===== src/rtl/dct_idct_seq_pkg.sv =====
// Shared definitions for the DCT -> approximate-IDCT frame sequencer:
// sequencer state encoding and default block geometry.
package dct_idct_seq_pkg;

  localparam int BLK_SAMPLES_DEF = 64;
  localparam int CNT_W_DEF       = 16;
  localparam int BLK_LOG2        = $clog2(BLK_SAMPLES_DEF);

  typedef enum logic [1:0] {
    IDLE  = 2'd0,
    RUN   = 2'd1,
    DRAIN = 2'd2,
    DONE  = 2'd3
  } seq_state_t;

endpackage


===== src/rtl/dct_seq_blk_counter.sv =====
// Sample counter with block counter. The sample count either wraps modulo
// BLK_SAMPLES (input side) or saturates at BLK_SAMPLES until cleared
// (output side). The block count advances once per completed block.
module dct_seq_blk_counter
  import dct_idct_seq_pkg::*;
#(
  parameter int BLK_SAMPLES = BLK_SAMPLES_DEF,
  parameter int CNT_W       = CNT_W_DEF,
  parameter int SAMP_W      = BLK_LOG2 + 1,
  parameter bit SATURATE    = 1'b0
) (
  input  logic             clk,
  input  logic             reset,
  input  logic             clr_all,
  input  logic             clr_samp,
  input  logic             inc,
  output logic             room,
  output logic             wrap,
  output logic [CNT_W-1:0] blk_cnt
);

  localparam logic [SAMP_W-1:0] SAMP_LAST = SAMP_W'(BLK_SAMPLES - 1);
  localparam logic [SAMP_W-1:0] SAMP_FULL = SAMP_W'(BLK_SAMPLES);
  localparam logic [SAMP_W-1:0] SAMP_ONE  = SAMP_W'(1);
  localparam logic [CNT_W-1:0]  BLK_ONE   = CNT_W'(1);

  logic [SAMP_W-1:0] samp_cnt_reg;
  logic [CNT_W-1:0]  blk_cnt_reg;

  // A saturating counter refuses further samples once the block is full;
  // a wrapping counter always has room.
  generate
    if (SATURATE) begin : g_sat
      assign room = (samp_cnt_reg < SAMP_FULL);
    end else begin : g_wrap
      assign room = 1'b1;
    end
  endgenerate

  assign wrap    = inc && room && (samp_cnt_reg == SAMP_LAST);
  assign blk_cnt = blk_cnt_reg;

  // Sample and block count registers.
  always_ff @(posedge clk) begin
    if (reset || clr_all) begin
      samp_cnt_reg <= '0;
      blk_cnt_reg  <= '0;
    end else begin
      if (clr_samp) begin
        samp_cnt_reg <= '0;
      end else if (inc && room) begin
        samp_cnt_reg <= (wrap && !SATURATE) ? '0 : samp_cnt_reg + SAMP_ONE;
      end
      if (wrap) begin
        blk_cnt_reg <= blk_cnt_reg + BLK_ONE;
      end
    end
  end

endmodule


===== src/rtl/dct_idct_seq_ctrl.sv =====
// Frame sequencer for an 8x8 DCT -> approximate-IDCT chain: gates the DCT
// start, paces sample loads, frames IDCT output into blocks and drives the
// IDCT precision selects from a programmable block window.
// Optional drain watchdog: define DCT_IDCT_SEQ_WATCHDOG_EN.
module dct_idct_seq_ctrl
  import dct_idct_seq_pkg::*;
#(
  parameter int BLK_SAMPLES = BLK_SAMPLES_DEF,
  parameter int CNT_W       = CNT_W_DEF,
  parameter int WD_CYCLES   = 65536
) (
  input  logic             clk,
  input  logic             reset,
  input  logic             go,
  input  logic [CNT_W-1:0] num_blocks,
  input  logic [CNT_W-1:0] apx_lo,
  input  logic [CNT_W-1:0] apx_hi,
  input  logic             src_valid,
  input  logic             reading,
  input  logic             done_dct,
  input  logic             done_idct,
  output logic             start_dct,
  output logic             racc,
  output logic             rapx,
  output logic             load_sample,
  output logic             dout_valid,
  output logic [CNT_W-1:0] blk_out,
  output logic             busy,
  output logic             all_done,
  output logic             timeout
);

  localparam int SAMP_W = $clog2(BLK_SAMPLES) + 1;
  localparam logic [CNT_W-1:0] BLK_ONE = CNT_W'(1);

  seq_state_t state_reg, state_next;
  logic [CNT_W-1:0] num_lat_reg;
  logic             start_dct_reg, start_dct_next;
  logic             racc_reg, racc_next;
  logic             done_dct_q_reg;
  logic [CNT_W-1:0] dct_blk_reg;
  logic             rapx_reg;

  logic             active;
  logic             frame_start;
  logic             dct_rise;
  logic             wd_fire;
  logic             in_wrap;
  logic [CNT_W-1:0] in_blk;
  logic             in_room_unused;
  logic             out_room;
  logic             out_wrap_unused;

  assign active      = (state_reg == RUN) || (state_reg == DRAIN);
  assign frame_start = (state_reg == IDLE) && go;
  assign dct_rise    = active && done_dct && !done_dct_q_reg;

  assign load_sample = (state_reg == RUN) && reading && src_valid;
  assign dout_valid  = active && done_idct && out_room;

  assign start_dct = start_dct_reg;
  assign racc      = racc_reg;
  assign rapx      = rapx_reg;
  assign busy      = active;
  assign all_done  = (state_reg == DONE);

  dct_seq_blk_counter #(
    .BLK_SAMPLES(BLK_SAMPLES),
    .CNT_W      (CNT_W),
    .SAMP_W     (SAMP_W),
    .SATURATE   (1'b0)
  ) u_in_cnt (
    .clk     (clk),
    .reset   (reset),
    .clr_all (frame_start),
    .clr_samp(1'b0),
    .inc     (load_sample),
    .room    (in_room_unused),
    .wrap    (in_wrap),
    .blk_cnt (in_blk)
  );

  // Output framing: a long done_idct phase yields exactly one block.
  dct_seq_blk_counter #(
    .BLK_SAMPLES(BLK_SAMPLES),
    .CNT_W      (CNT_W),
    .SAMP_W     (SAMP_W),
    .SATURATE   (1'b1)
  ) u_out_cnt (
    .clk     (clk),
    .reset   (reset),
    .clr_all (frame_start),
    .clr_samp(!done_idct),
    .inc     (dout_valid),
    .room    (out_room),
    .wrap    (out_wrap_unused),
    .blk_cnt (blk_out)
  );

`ifdef DCT_IDCT_SEQ_WATCHDOG_EN
  localparam int WD_W = $clog2(WD_CYCLES) + 1;
  localparam logic [WD_W-1:0] WD_LAST = WD_W'(WD_CYCLES - 1);
  localparam logic [WD_W-1:0] WD_ONE  = WD_W'(1);

  logic [WD_W-1:0] wd_cnt_reg;
  logic            timeout_reg;

  assign wd_fire = (state_reg == DRAIN) && !dout_valid && (wd_cnt_reg == WD_LAST);
  assign timeout = timeout_reg;

  // Drain idle-cycle counter; any output sample proves the IDCT is alive.
  always_ff @(posedge clk) begin
    if (reset || (state_reg != DRAIN) || dout_valid) begin
      wd_cnt_reg <= '0;
    end else begin
      wd_cnt_reg <= wd_cnt_reg + WD_ONE;
    end
  end

  // Timeout flag stays up through DONE and clears on return to IDLE.
  always_ff @(posedge clk) begin
    if (reset) begin
      timeout_reg <= 1'b0;
    end else if (wd_fire) begin
      timeout_reg <= 1'b1;
    end else if (state_next == IDLE) begin
      timeout_reg <= 1'b0;
    end
  end
`else
  // Limit is kept in the parameter list so both builds share one interface.
  localparam int WD_CYCLES_UNUSED = WD_CYCLES;
  assign wd_fire = 1'b0;
  assign timeout = 1'b0;
`endif

  // Next-state logic plus the registered DCT start and accurate-path reset.
  always_comb begin
    state_next     = state_reg;
    racc_next      = racc_reg;
    start_dct_next = 1'b0;
    case (state_reg)
      IDLE: begin
        if (go) begin
          state_next = (num_blocks == '0) ? DONE : RUN;
        end
      end
      RUN: begin
        // The load that completes the last block ends the input phase.
        if (in_wrap && ((in_blk + BLK_ONE) == num_lat_reg)) begin
          state_next = DRAIN;
        end
      end
      DRAIN: begin
        if (blk_out == num_lat_reg) begin
          state_next = DONE;
        end else if (wd_fire) begin
          state_next = DONE;
        end
      end
      DONE: begin
        if (!go) begin
          state_next = IDLE;
        end
      end
      default: state_next = IDLE;
    endcase
    start_dct_next = (state_next == RUN);
    if (state_next == IDLE) begin
      racc_next = 1'b1;
    end else if (state_next == RUN) begin
      racc_next = 1'b0;
    end
  end

  // State and registered control outputs.
  always_ff @(posedge clk) begin
    if (reset) begin
      state_reg     <= IDLE;
      start_dct_reg <= 1'b0;
      racc_reg      <= 1'b1;
    end else begin
      state_reg     <= state_next;
      start_dct_reg <= start_dct_next;
      racc_reg      <= racc_next;
    end
  end

  // Block count for the frame, captured as the frame starts.
  always_ff @(posedge clk) begin
    if (reset) begin
      num_lat_reg <= '0;
    end else if (frame_start) begin
      num_lat_reg <= num_blocks;
    end
  end

  // DCT block index and approximate-mode select, updated per done_dct rise.
  always_ff @(posedge clk) begin
    if (reset) begin
      done_dct_q_reg <= 1'b0;
      dct_blk_reg    <= '0;
      rapx_reg       <= 1'b0;
    end else begin
      done_dct_q_reg <= done_dct;
      if (frame_start) begin
        dct_blk_reg <= '0;
      end else if (dct_rise) begin
        dct_blk_reg <= dct_blk_reg + BLK_ONE;
        rapx_reg    <= (dct_blk_reg >= apx_lo) && (dct_blk_reg < apx_hi);
      end
    end
  end

endmodule


===== config.mk =====
export PLATFORM = sky130hd
export DESIGN_NAME = dct_idct_seq_ctrl
export DESIGN_NICKNAME = d
export VERILOG_FILES = /design/src/rtl/dct_idct_seq_pkg.sv /design/src/rtl/dct_seq_blk_counter.sv /design/src/rtl/dct_idct_seq_ctrl.sv
export SDC_FILE = /design/constraint.sdc
export NUM_CORES = 1
export LEC_CHECK = 0
export CAP_MARGIN = 20
export CORE_MARGIN = 2
export CORE_UTILIZATION = 35
export CTS_CLUSTER_DIAMETER = 30
export DETAILED_ROUTE_END_ITERATION = 10
export PLACE_DENSITY = 0.61
export SLEW_MARGIN = 20
export SYNTH_ARGS = -nofsm -noshare
export SYNTH_HDL_FRONTEND = slang
export SYNTH_SLANG_ARGS = --single-unit

===== constraint.sdc =====
create_clock -name clk -period 4.4 [get_ports clk]
set_clock_uncertainty 0.05 [all_clocks]
set_input_delay 0.66 -clock clk [delete_from_list [all_inputs] [get_ports clk]]
set_output_delay 0.66 -clock clk [all_outputs]
set_load 0.02 [all_outputs]

* Word-level counts from Yosys, hierarchy flattened
Cells that the tools add are included. W data, S select, Z words.
Operators by class: add/subtract/negate cells 5, $lt $le $gt $ge 3, eq/ne operators 8, multiplexer cells 7, bitwise logic cells 2, reduce and logical (&&, ||, !) cells 22
Operators by type and width (count):
- $add A16 B1 Y16 const B | 3
- $eq A16 B16 Y1 | 2
- $ge A16 B16 Y1 | 1
- $logic_not A16 Y1 | 1
- $lt A16 B16 Y1 | 1
- $add A7 B1 Y7 const B | 2
- $eq A7 B6 Y1 const B | 2
- $logic_and A1 B1 Y1 | 12
- $mux W2 | 5
- $pmux W2 S4 | 1
- $lt A7 B7 Y1 const B | 1
- $mux W7 | 1
- $reduce_or A2 Y1 | 3
- $eq A2 B1 Y1 const B | 2
- $eq A2 B2 Y1 const B | 2
- $logic_not A2 Y1 | 2
- $logic_or A1 B1 Y1 | 2
- $not A1 Y1 | 2
- $reduce_and A2 Y1 | 1
- $logic_not A1 Y1 | 1
Word-level totals: register bits 84, input bits 55, word-level logic and storage cells 58

* Logic depth before layout (Yosys ltp)
Gate-level depths: netlist of the first run.
word-level depth 9, depth in mapped cells 10, depth with buffers taken out 9

* By module
A second synthesis of the first run with hierarchy kept.
Second synthesis, totals: cell total of the unflattened synthesis 654, area, all modules 5371.4 um2
Modules (own cells, without submodules):
- dct_idct_seq_ctrl | times used 1, cells an instance 410, area each 3230.6 um2
- dct_seq_blk_counter (u_out_cnt) | times used 1, cells an instance 122, area each 1084.8 um2
- dct_seq_blk_counter (u_in_cnt) | times used 1, cells an instance 122, area each 1056.0 um2

* Worst setup path after synthesis of the first run
OpenSTA, ideal clock, no wires.
path type register to register, start point register state_reg[1], end point register u_out_cnt.blk_cnt_reg[15], in the netlist u_out_cnt.blk_cnt[15], arrival 2.412 ns, path slack 1.811 ns, stages on the path, launching flop included 10, clock period less this slack 2.589 ns, cell sequence dfxtp_1 inv_1 ha_1 nand4b_1 nor3_1 nand4_1 nor2_1 nand4_1 xor2_1 nor2_1
On the way: longest elaborated chain between the ends 6, elaborated cells between the ends (all ways) 10, those cells by class eq/ne: 2; reduce/logical: 8
Ends and longest elaborated chain:
- start: declaration | RTL line dct_idct_seq_ctrl.sv:36 | seq_state_t state_reg, state_next;
- start signal: assignment | RTL line dct_idct_seq_ctrl.sv:183 | state_reg <= state_next;
- $eq A2 B1 Y1 / $eq A2 B2 Y1 (equally long branches) | RTL line dct_idct_seq_ctrl.sv:54 | assign active = (state_reg == RUN) || (state_reg == DRAIN);
- $logic_or A1 B1 Y1 (*) | RTL line dct_idct_seq_ctrl.sv:54
- via busy | RTL line dct_idct_seq_ctrl.sv:28 | output logic busy,
- $logic_and A1 B1 Y1 (*) (2 in series) | RTL line dct_idct_seq_ctrl.sv:59 | assign dout_valid = active && done_idct && out_room;
- $logic_and A1 B1 Y1 (*) (2 in series) | RTL line dct_seq_blk_counter.sv:40 | assign wrap = inc && room && (samp_cnt_reg == SAMP_LAST);
- end signal: assignment | RTL line dct_seq_blk_counter.sv:55 | blk_cnt_reg <= blk_cnt_reg + BLK_ONE;
- end: declaration | RTL line dct_seq_blk_counter.sv:28 | logic [CNT_W-1:0] blk_cnt_reg;
Mark *: on every way through the listed nets, which the timed path passes. The rest lies on a longest branch. A chain may end at the register's enable or synchronous reset.

* Worst setup path in the final report of the first run
start point register state_reg[1], end point output port dout_valid
On the way: longest elaborated chain between the ends 4, elaborated cells between the ends (all ways) 5, those cells by class eq/ne: 2; reduce/logical: 3
Ends and longest elaborated chain:
- $eq A2 B1 Y1 / $eq A2 B2 Y1 (equally long branches) | RTL line dct_idct_seq_ctrl.sv:54
- $logic_or A1 B1 Y1 (*) | RTL line dct_idct_seq_ctrl.sv:54
- $logic_and A1 B1 Y1 (*) (2 in series) | RTL line dct_idct_seq_ctrl.sv:59
- end: declaration | RTL line dct_idct_seq_ctrl.sv:26 | output logic dout_valid,
Mark *: on every way between the ends. The rest lies on a longest branch, timed or not.

==> impl_metrics.tcl, run 1 <==
set metrics [dict create \
    antenna_left 0 \
    dieHeight_um 123 \
    rows 43 \
    core_um2 13800 \
    critPathRequiredTime_ns 3.69 \
    powerDensity_nw_per_um2 345 \
    fillers 1366 \
    clkTransAtPathRegs_ns 0.06 \
    whs_path_depth 1 \
    ys.warnings.count 0 \
    port_buffers 77 \
    min_period_over_period_pct 69.4 \
    crit_arrival_ns 2.34 \
    grt_pass1_wl_um 20500 \
    grt.overflow.total 0 \
    finalPower_mw 2.12 \
    cts_buffers 9 \
    rr_startpoint "state_reg[1]$_SDFF_PP0_" \
    postSynth.asyncResetShare_pct 0 \
    synth_cell_types 51 \
    hold_viol_final 0 \
    ys_seq_elements 84 \
    path_class "register to primary output" \
    root_buffer "clkbuf_16" \
    clock_sinks 84 \
    setup_viol 0 \
    htree_levels 3 \
    worst_setup_path_start_kind "register" \
    gp_congestion 0.879 \
    synth_top_flop_cell "dfxtp_1" \
    r2r_cells 10 \
    drcViolationCount 0 \
    hold_class "register to register" \
    grt_max_degree 38 \
    synth-edff-count 0 \
    syn_nets 699 \
    clk_latency_ns 0.34 \
    fin_crit_ns 3.05 \
    fin_cells 857 \
    crit_path_max_fanout 5 \
    outcome "complete, no violations" \
    first_global_vias 4227 \
    worstHoldEndpoint "u_in_cnt.samp_cnt_reg[6]$_SDFFE_PP0P_" \
    dp_cells 843 \
    timing.reg2reg.setup_slack_ns 1.49 \
    max_freq_mhz 328 \
    place_area_um2 5870 \
    final_util_pct 44.3 \
    worstMarginPinSlew_ns 0.689 \
    first_iter_violations 248 \
    vias 4348 \
    clockBufferDepth 2 \
    setup_tns_ns 0 \
    die_area_um2 15100 \
    syn-cell-area_um2 4940 \
    io-pin-count 79 \
    slew_viol_final 0 \
    initial_core_util_pct 35.7 \
    syn-instance-count 603 \
    synth-seq-area-share_pct 34.0 \
    dr.pass1.iters 4 \
    antenna_found_initial 0 \
    n_antenna_cell 0 \
    area_delta_synth_final_pct 24.1 \
    drive_gt1_share_pct 3.40 \
    crit_path_end_kind "primary output" \
    finalInstanceArea_um2 6130 \
    r2r-end "racc$_SDFFE_PP1N_" \
    rsz0062_at_grt "false" \
    worstHoldStart "u_in_cnt.samp_cnt_reg[6]$_SDFFE_PP0P_" \
    wire_per_inst_um 14.4 \
    post_cts_buffers 0 \
    ctsResizeCount 0 \
    dp_hpwl_um 9640 \
    ir_drop_uv 227 \
    hold_buffers 0 \
    power_leakage_nw 2.52 \
    maxCapViolCount 0 \
    syn_area_per_cell_um2 8.19 \
    cts_tree "built" \
    maxSlewHeadroom_pct 53.9 \
    grtUsageTotal_pct 17.2 \
    die_x_um 123 \
    vias_per_cell 5.07 \
    wirelength_um 12300 \
    final_nets 770 \
]
[report_power, final]
group          switching (mW)  total [mW]  internal [mW]
clock                   0.291       0.681          0.391
combinational           0.315       0.563          0.247
sequential             0.0639       0.873          0.809
[cell type report]
type	instances	area, µm²	area share, %
clock buffer	12	246	4.02
multi-input combinational	459	3020	49.2
sequential	84	1680	27.4
clock inverter	2	12.5	0.204
timing repair buffer	81	801	13.1
inverter	39	146	2.39
tap	180	225	3.67
[routing by layer]
layer / part of all wire [%] / wire (µm) / global-route usage, % / up-vias
met4: 1.8 / 217 / 5.03 / 0
met5: 0 / 0 / 0 / -
met1: 47 / 5840 / 23.1 / 2052
met2: 47 / 5750 / 28.1 / 69
li1: - / - / - / 2212
met3: 4.1 / 509 / 3.21 / 15
[cell families (layout without fill, tap and decap cells)]
logic type                 count (synthesis)  after routing  share of synthesized area [%]
other                                      1              1                         0.0759
buffers and inverters                     60            134                           4.91
muxes                                      5              5                           1.01
AOI/OAI and AO/OA                         86             86                           11.0
adders and majority gates                 42             42                           10.6
xor gates and xnor gates                  82             82                           14.5
and+or+nand+nor                          243            243                           23.8
DFF                                       84             84                           34.0
[worst max-delay path, stage by stage, from the launching register on]
cell             delay [ns]
dfxtp_1                0.41
inv_1                  0.12
ha_1                   0.37
nor2b_1                0.20
and2_0                 0.26
clkdlybuf4s50_1        0.65
[cells in the mapped netlist, drive strengths merged (9+ instances only)]
| cell type | count | area (µm²) |
|---|---|---|
| dfxtp | 84 | 1680 |
| nor2 | 69 | 259 |
| or3 | 9 | 56.3 |
| ha | 41 | 513 |
| nand4 | 21 | 131 |
| and3 | 9 | 56.3 |
| clkbuf | 15 | 56.3 |
| nor3 | 13 | 65.1 |
| xnor2 | 27 | 236 |
| xor2 | 55 | 482 |
| o21ai | 16 | 80.1 |
| a21o | 14 | 105 |
| nand3 | 21 | 110 |
| a21oi | 33 | 165 |
| nand2 | 69 | 259 |
| inv | 39 | 146 |
[per-stage QoR]
step                hold slack, ns  setup WS (ns)
floorplan                    0.389           1.81
CTS                          0.419           1.33
finish                       0.417           1.35
detailed placement           0.408           1.19
global route                 0.433           1.20
global placement             0.399           1.31
[placed cells by master (no fill, tap or decap), types with 2 or more instances in the layout]
cell type,count
dfxtp_1,84
clkdlybuf4s50_1,77
nand2_1,69
nor2_1,69
xor2_1,55
ha_1,41
inv_1,39
a21oi_1,33
xnor2_1,27
nand4_1,21
nand3_1,20
o21ai_0,16
a21o_1,14
nor3_1,13
and3_1,9
or3_1,9
clkbuf_16,9
mux2i_1,5
and4_1,5
nor4_1,5
and2_1,4
nand4b_1,4
a211oi_1,4
buf_4,4
nor2b_1,3
o211ai_1,3
a22o_1,2
or2_2,2
o311a_1,2
nand2b_1,2
clkbuf_1,2
[worst max path at each step]
stage                             from                                 end  slack [ns]  cells after the start
3_5_place_dp                 src_valid                   racc$_SDFFE_PP1N_        1.19                      9
5_1_grt        state_reg[1]$_SDFF_PP0_                          dout_valid        1.20                      5
6_report       state_reg[1]$_SDFF_PP0_                          dout_valid        1.35                      5
3_3_place_gp                 src_valid                   racc$_SDFFE_PP1N_        1.31                      9
2_1_floorplan  state_reg[1]$_SDFF_PP0_  u_out_cnt.blk_cnt[15]$_SDFFE_PP0P_        1.81                      9
4_1_cts        state_reg[1]$_SDFF_PP0_                          dout_valid        1.33                      5
No activity file was read; power rests on OpenSTA's default activity.
==> run 2, diff against run 1 <==
--- a/config.mk
+++ b/config.mk
@@ -10,7 +10,7 @@
 export CORE_UTILIZATION = 35
 export CTS_CLUSTER_DIAMETER = 30
 export DETAILED_ROUTE_END_ITERATION = 10
-export PLACE_DENSITY = 0.61
+export PLACE_DENSITY = 0.63
 export SLEW_MARGIN = 20
 export SYNTH_ARGS = -nofsm -noshare
 export SYNTH_HDL_FRONTEND = slang
==> constraint.sdc (replaced) <==
create_clock -name clk -period 2.5 [get_ports clk]
set_clock_uncertainty 0.05 [all_clocks]
set_input_delay 0.375 -clock clk [delete_from_list [all_inputs] [get_ports clk]]
set_output_delay 0.375 -clock clk [all_outputs]
set_load 0.02 [all_outputs]
==> run 2 against run 1 <==
  * Via count rose by 2.4%
  * Die area did not move
  * Critical path depth rose by 5
  * Final area rose by 5.4%
  * Register-to-register slack got worse by 1.4 ns
  * Global-route usage rose by 0.14 points
  * Non-clock buffer count rose by 30
  * Worst hold slack improved by 0.012 ns
==> impl_metrics.tcl, run 2 (same netlist as run 1, synthesis figures left out) <==
set metrics [dict create \
    cts_buffers 9 \
    min_period_over_period_pct 97.0 \
    first_iter_violations 218 \
    final_util_pct 46.7 \
    wirelength_um 12500 \
    setup_tns_ns 0 \
    setup_viol 0 \
    clock_sinks 84 \
    wire_per_inst_um 14.0 \
    clockBufferDepth 2 \
    root_buffer "clkbuf_16" \
    crit_path_end_kind "register" \
    grt_pass1_wl_um 20700 \
    dieHeight_um 123 \
    hold_buffers 0 \
    vias 4453 \
    clk_latency_ns 0.34 \
    layout_common_cells "dfxtp_1, clkdlybuf4s50_1, nand2_1" \
    crit_arrival_ns 2.61 \
    hold_viol_final 0 \
    antenna_left 0 \
    final_nets 800 \
    drive_gt1_share_pct 9.31 \
    hold_class "register to register" \
    drcViolationCount 0 \
    slew_viol_final 0 \
    power_leakage_nw 2.70 \
    rows 43 \
    grtUsageTotal_pct 17.4 \
    clkTransAtPathRegs_ns 0.06 \
    grt.overflow.total 0 \
    critPathRequiredTime_ns 2.68 \
    first_global_vias 4313 \
    outcome "complete, no violations" \
    vias_per_cell 5.01 \
    core_um2 13800 \
    die_x_um 123 \
    dr.pass1.iters 4 \
    dp_hpwl_um 9960 \
    io-pin-count 79 \
    powerDensity_nw_per_um2 619 \
    max_freq_mhz 413 \
    area_delta_synth_final_pct 30.8 \
    worst_setup_path_start_kind "register" \
    maxCapViolCount 0 \
    path_class "register to register" \
    dp_slack_ns -0.341 \
    ir_drop_uv 422 \
    port_buffers 77 \
    gp_congestion 0.859 \
    timing.final.ws_setup_ns 0.0762 \
    initial_core_util_pct 35.7 \
    final_common_cell "dfxtp_1" \
    cts_tree "built" \
    die_area_um2 15100 \
    crit_path_max_fanout 5 \
    fin_crit_ns 2.42 \
    htree_levels 3 \
    n_antenna_cell 0 \
    antenna_found_initial 0 \
    grt_max_degree 35 \
]
==> run 2: metal layers <==
| metal | GRT usage (%) | part of all wire [%] | vias to the layer above |
|---|---|---|---|
| li1 | - | - | 2270 |
| met4 | 7.97 | 3.5 | 0 |
| met3 | 3.39 | 3.9 | 32 |
| met1 | 23.1 | 48 | 2058 |
| met2 | 27.1 | 45 | 93 |
| met5 | 0 | 0 | - |
==> run 2: metrics by stage <==
stage | cells | hold slack, ns | instance area [µm²] | power (mW)
after floorplan | 603 | 0.389 | 4940 | 2.20
after global placement | 871 | 0.397 | 6090 | 2.62
after detailed placement | 871 | 0.402 | 6090 | 2.64
after CTS | 888 | 0.431 | 6420 | 4.02
after global routing | 889 | 0.451 | 6460 | 4.22
final | 889 | 0.429 | 6460 | 4.00
==> run 2: worst paths after layout <==
path,from,to,slack [ns],depth (start not counted)
max,u_in_cnt.blk_cnt[1]$_SDFFE_PP0P_,start_dct$_SDFF_PP0_,0.08,10
min,u_in_cnt.samp_cnt_reg[6]$_SDFFE_PP0P_,u_in_cnt.samp_cnt_reg[6]$_SDFFE_PP0P_,0.43,1
max reg2reg,u_in_cnt.blk_cnt[1]$_SDFFE_PP0P_,start_dct$_SDFF_PP0_,0.08,10
min reg2reg,u_in_cnt.samp_cnt_reg[6]$_SDFFE_PP0P_,u_in_cnt.samp_cnt_reg[6]$_SDFFE_PP0P_,0.43,1
==> run 2: final cells by class <==
| class | instances | area (µm²) |
|---|---|---|
| multi-input combinational | 459 | 3070 |
| clock buffer | 11 | 253 |
| tap | 180 | 225 |
| sequential | 84 | 1680 |
| timing repair buffer | 111 | 1030 |
| fill | 1293 | 7370 |
| inverter | 39 | 146 |
| clock inverter | 5 | 60.1 |
==> run 2: where the power goes <==
group | leakage, nW | switching, mW | internal, mW
Sequential | 0.681 | 0.101 | 1.42
Combinational | 1.87 | 0.599 | 0.510
Clock | 0.152 | 0.533 | 0.829
Total | 2.70 | 1.23 | 2.76
==> run 2: critical path, stage by stage (launching register included) <==
cell and delay [ns]:
dfxtp_1 0.34, ha_1 0.22, buf_4 0.16, or2_2 0.28, o211ai_1 0.09, a21oi_1 0.09
a2111oi_1 0.37, nand4_1 0.15, buf_4 0.18, a22o_1 0.23, and2_1 0.14
==> run 2: what timing repair did <==
action,4_1_cts,5_1_grt
setup buffers,1,1
gates resized for setup,4,9
setup endpoints to repair,4,11
pin swaps,1,4
cloned,0,0
